===== src/rtl/counter_pkg.sv =====
// Shared types and bound arithmetic for the counter family.
// Values are carried one bit wider than the widest counter, so bound tests never wrap.
package counter_pkg;

    localparam int CNT_MAX_W = 32;

    typedef logic [CNT_MAX_W:0] cnt_ext_t;

    typedef enum logic [2:0] {
        CNT_HOLD,
        CNT_CLEAR,
        CNT_LOAD,
        CNT_UP,
        CNT_DOWN
    } cnt_op_t;

    typedef struct packed {
        cnt_ext_t next;
        logic     ovf;
        logic     unf;
    } bound_t;

    function automatic cnt_ext_t clamp(input cnt_ext_t value, input cnt_ext_t lo, input cnt_ext_t hi);
        cnt_ext_t r;
        r = value;
        if (value < lo) begin
            r = lo;
        end else if (value > hi) begin
            r = hi;
        end
        return r;
    endfunction

    // One step up or down from value; the crossing tests use the extra top bit.
    function automatic bound_t bound_check(
        input cnt_ext_t value,
        input cnt_ext_t step,
        input logic     is_up,
        input cnt_ext_t lo,
        input cnt_ext_t hi,
        input cnt_ext_t up_wrap,
        input cnt_ext_t dn_wrap,
        input logic     saturate
    );
        bound_t r;
        r.ovf  = 1'b0;
        r.unf  = 1'b0;
        r.next = value;
        if (is_up) begin
            if (value + step > hi) begin
                r.ovf  = 1'b1;
                r.next = saturate ? hi : up_wrap;
            end else begin
                r.next = value + step;
            end
        end else begin
            if (value < lo + step) begin
                r.unf  = 1'b1;
                r.next = saturate ? lo : dn_wrap;
            end else begin
                r.next = value - step;
            end
        end
        return r;
    endfunction

endpackage


===== src/rtl/counter_updn.sv =====
// Up/down counter with programmable bounds, step, clamped load and wrap-or-saturate.
// Count and the overflow/underflow pulses are all registered.
module counter_updn
    import counter_pkg::*;
#(
    parameter int unsigned WIDTH           = 8,
    parameter int unsigned MIN_VALUE       = 0,
    parameter int unsigned MAX_VALUE       = 32'((64'd1 << WIDTH) - 64'd1),
    parameter int unsigned RESET_VALUE     = MIN_VALUE,
    parameter int unsigned UP_WRAP_VALUE   = MIN_VALUE,
    parameter int unsigned DOWN_WRAP_VALUE = MAX_VALUE,
    parameter int unsigned STEP            = 1,
    parameter bit          SATURATE        = 1'b0
) (
    input  logic             clk,
    input  logic             reset_n,
    input  logic             clear,
    input  logic             enable,
    input  logic             up_dn,
    input  logic             load,
    input  logic [WIDTH-1:0] load_value,
    output logic [WIDTH-1:0] count,
    output logic             overflow,
    output logic             underflow,
    output logic             at_max,
    output logic             at_min
);

    if (WIDTH < 1 || WIDTH > CNT_MAX_W) begin : g_bad_width
        $error("counter_updn: WIDTH must be in [1, %0d]", CNT_MAX_W);
    end
    if (64'(MAX_VALUE) >= (64'd1 << WIDTH)) begin : g_bad_max
        $error("counter_updn: MAX_VALUE does not fit in WIDTH bits");
    end
    if (MIN_VALUE > RESET_VALUE || RESET_VALUE > MAX_VALUE) begin : g_bad_reset
        $error("counter_updn: RESET_VALUE outside [MIN_VALUE, MAX_VALUE]");
    end
    if (UP_WRAP_VALUE < MIN_VALUE || UP_WRAP_VALUE > MAX_VALUE ||
        DOWN_WRAP_VALUE < MIN_VALUE || DOWN_WRAP_VALUE > MAX_VALUE) begin : g_bad_wrap
        $error("counter_updn: wrap values outside [MIN_VALUE, MAX_VALUE]");
    end
    if (STEP < 1 || MAX_VALUE < MIN_VALUE || STEP > MAX_VALUE - MIN_VALUE) begin : g_bad_step
        $error("counter_updn: STEP must be in [1, MAX_VALUE - MIN_VALUE]");
    end

    localparam cnt_ext_t MIN_X  = cnt_ext_t'(MIN_VALUE);
    localparam cnt_ext_t MAX_X  = cnt_ext_t'(MAX_VALUE);
    localparam cnt_ext_t UPW_X  = cnt_ext_t'(UP_WRAP_VALUE);
    localparam cnt_ext_t DNW_X  = cnt_ext_t'(DOWN_WRAP_VALUE);
    localparam cnt_ext_t STEP_X = cnt_ext_t'(STEP);

    localparam logic [WIDTH-1:0] MIN_W   = MIN_VALUE[WIDTH-1:0];
    localparam logic [WIDTH-1:0] MAX_W   = MAX_VALUE[WIDTH-1:0];
    localparam logic [WIDTH-1:0] RESET_W = RESET_VALUE[WIDTH-1:0];

    logic [WIDTH-1:0] count_q, count_d;
    logic             overflow_q, overflow_d;
    logic             underflow_q, underflow_d;
    cnt_op_t          op;
    bound_t           bc;
    cnt_ext_t         load_clamped;
    logic             unused_hi;

    always_comb begin
        op = CNT_HOLD;
        if (clear) begin
            op = CNT_CLEAR;
        end else if (load) begin
            op = CNT_LOAD;
        end else if (enable) begin
            op = up_dn ? CNT_UP : CNT_DOWN;
        end

        load_clamped = clamp(cnt_ext_t'(load_value), MIN_X, MAX_X);
        bc = bound_check(cnt_ext_t'(count_q), STEP_X, op == CNT_UP,
                         MIN_X, MAX_X, UPW_X, DNW_X, SATURATE);

        count_d     = count_q;
        overflow_d  = 1'b0;
        underflow_d = 1'b0;
        case (op)
            CNT_CLEAR: count_d = RESET_W;
            CNT_LOAD:  count_d = load_clamped[WIDTH-1:0];
            CNT_UP, CNT_DOWN: begin
                count_d     = bc.next[WIDTH-1:0];
                overflow_d  = bc.ovf;
                underflow_d = bc.unf;
            end
            default: ;
        endcase
    end

    // The results never exceed MAX_VALUE, so bits above WIDTH are always zero.
    assign unused_hi = ^{bc.next[CNT_MAX_W:WIDTH], load_clamped[CNT_MAX_W:WIDTH]};

    always_ff @(posedge clk or negedge reset_n) begin
        if (!reset_n) begin
            count_q     <= RESET_W;
            overflow_q  <= 1'b0;
            underflow_q <= 1'b0;
        end else begin
            count_q     <= count_d;
            overflow_q  <= overflow_d;
            underflow_q <= underflow_d;
        end
    end

    assign count     = count_q;
    assign overflow  = overflow_q;
    assign underflow = underflow_q;
    assign at_max    = (count_q == MAX_W);
    assign at_min    = (count_q == MIN_W);

endmodule


===== config.mk =====
export PLATFORM = sky130hd
export DESIGN_NAME = counter_updn
export DESIGN_NICKNAME = d
export VERILOG_FILES = /design/src/rtl/counter_pkg.sv /design/src/rtl/counter_updn.sv
export SDC_FILE = /design/constraint.sdc
export NUM_CORES = 1
export LEC_CHECK = 0
export BUFFER_PORTS_ARGS = -buffer_cell sky130_fd_sc_hd__buf_4
export CAP_MARGIN = 20
export CORE_MARGIN = 1.5
export CORE_UTILIZATION = 43
export DETAILED_ROUTE_END_ITERATION = 7
export HOLD_SLACK_MARGIN = 0.02
export PLACE_DENSITY_LB_ADDON = 0.08
export SYNTH_ARGS = -nofsm -noshare
export SYNTH_HDL_FRONTEND = slang
export SYNTH_SLANG_ARGS = --single-unit

===== constraint.sdc =====
create_clock -name clk -period 5.1 [get_ports clk]
set_input_delay 0.765 -clock clk [delete_from_list [all_inputs] [get_ports clk]]
set_output_delay 0.765 -clock clk [all_outputs]
set_load 0.01 [all_outputs]

==> metrics.txt <==
GRT Total Usage=0.212; largest net degree at the start of global routing=16; P&R area growth vs syn=20.5%; grt total ovfl=0; Placed Area=1140 um^2; Syn Std Cell Area=around 1000 um^2; Unique masters post-synth=44; max-cap violation count=0; Critical Path Source Type=flop; Critical Path AT=1610 ps; sequential-to-total area share from yosys stat=0.257; Post-CTS Setup Repair Bufs=0; DRT Pass-1 Iters=4; Die Y=50.6 um; Routed Antenna Nets=0; clock skew=between 6 and 7 ps; first-pass GRT wire length=4040 um; WL final=2520 um; Die W=50.6 um; Max VDD drop=0.137 mV; final period demand of the worst path=2370 ps; # clock sinks=10; Slew Viols, Final=0; Ant. Diodes=0; Final HPWL DP=1850 um; Skew-Pair Late Insertion Delay=280 ps; pre-CTS setup slack=roughly 2800 ps; # resized after CTS=0; CTS tree=yes; crit end category=output port; Final Wtd Congestion=0.873; core region area=~2200 um^2; Async SR Flop Fraction=1.00; Max transition margin=0.537; IO Port Bufs=25; cts hold-fix bufs=0; initial antenna violation count=0; Final Cell Area=between 1000 and 1500 um^2; layout cells sized above 1=0.306; crit-path max FO=9; Final Hold Fails=0; # nets final=153; post-route clock period utilization=0.465; Synth Instances=between 100 and 150; cell row count=17; Setup Total Neg Slack=0 ps; Hold Path Class=in -> async; Mapped Nets=130; Leakage=0.500 nW; fmax=422 MHz; fin cells=162; Main synth FF type=dfrtp_1; clock buffer depth=2; CTS buffer count=3; DRC errors left=0; Final Util=0.542; die area=2560 um^2; io pins=26; # setup viols final=0; vias per inst=around 5.8; Reg clk slew, reported paths=90 ps; Crit Path Class=reg -> out; PwrDens=between 200 and 250 nW/um^2; Post-synth EDFFs=0; DR vias=933; vias in the first global route=819; final worst slack=2730 ps; status=finished clean; Worst Tran Pin Value=690 ps; Synth Register Bits=10; Yosys warnings=0; Critical Path RT=4340 ps; htree depth=1; Placed Cells=158; root buf cell=clkbuf_4; drt initial violations=20; Starting Density=0.449; Post-Syn Area per Cell=8.70 um^2; RSZ-0062 raised after global routing=false; drt wl/cell=15.5 um
==> routing by layer <==
layer  vias up  share of wire  GRT usage
met5         -              0          0
met4         0         0.0071     0.0901
met3         2          0.039     0.0357
met2        28           0.45      0.327
met1       437           0.50      0.291
li1        466              -          -
==> layout make-up <==
| type | instances | area [um^2] |
|---|---|---|
| clock buffer | 4 | 36.3 |
| fill | 222 | 995 |
| inverter | 4 | 15.0 |
| multi-input combinational | 91 | 651 |
| sequential | 10 | 250 |
| tap | 28 | 35.0 |
| timing repair buffer | 25 | 188 |
==> registers in the layout, indices dropped and copies added, names as in the netlist <==
name,count
count,8
overflow,1
underflow,1
==> logic make-up (layout without fill, tap and decap cells) <==
logic type / Yosys count / in the layout / share of synthesized area
AO/OA/AOI/OAI: 40 / 40 / 0.264
XOR/XNOR: 1 / 1 / 0.00899
adder cells (fa/ha/maj): 5 / 5 / 0.0629
buffers and inverters: 11 / 33 / 0.0757
flip-flops: 10 / 10 / 0.257
multiplexers: 1 / 1 / 0.0103
AND/OR/NAND/NOR: 44 / 44 / 0.321
==> final timing paths <==
path                           from       end  slack [ps]  cells after the start
max                        count[1]    at_max        2730                      4
min                         reset_n  count[0]         300                      1
max reg2reg                count[0]  count[1]        2780                      7
min reg2reg                count[3]  overflow         760                      2
max in group asynchronous   reset_n  count[4]        4650                      1
min in group clk              clear  count[5]         670                      2
==> report_power, final <==
| group | switching (W) | internal (W) | total [W] |
|---|---|---|---|
| sequential | 0.0000207 | 0.0000848 | 0.000106 |
| combinational | 0.0000450 | 0.0000467 | 0.0000917 |
| clock | 0.0000353 | 0.0000434 | 0.0000787 |
==> critical path, stage by stage (launching register included) <==
cell	delay, ps
dfrtp_1	570
ha_1	340
nand3_1	150
nor2_1	140
buf_4	130
==> layout by cell type, fill, tap and decap left out, drive strengths merged, types with 4 or more instances in the layout <==
cell type / synthesis / routed
dfrtp: 10 / 10
buf: 6 / 25
o21ai: 9 / 9
ha: 4 / 4
nor4: 4 / 4
nor3: 5 / 5
nand2: 4 / 4
nand3: 4 / 4
nor2: 10 / 10
inv: 4 / 4
a22oi: 4 / 4
clkbuf: 1 / 4
a21oi: 11 / 11
==> synthesized netlist by cell type, drive strengths merged (2+ instances only) <==
library cell,n,share of area
a211oi,3,0.023
a21oi,11,0.056
a22oi,4,0.031
a31oi,3,0.019
and2b,2,0.018
and3,2,0.013
buf,6,0.056
dfrtp,10,0.26
ha,4,0.051
inv,4,0.015
nand2,4,0.015
nand2b,3,0.019
nand3,4,0.021
nand4,2,0.028
nor2,10,0.041
nor2b,2,0.013
nor3,5,0.031
nor3b,2,0.026
nor4,4,0.054
o21a,2,0.015
o21ai,9,0.046
==> per-stage QoR <==
step / power [W] / hold WS [ps]
finish: 0.000276 / 299
global route: 0.000292 / 303
CTS: 0.000276 / 305
detailed placement: 0.000199 / 610
global placement: 0.000198 / 607
floorplan: 0.000168 / 469
Power figures use the tool's default switching activity.
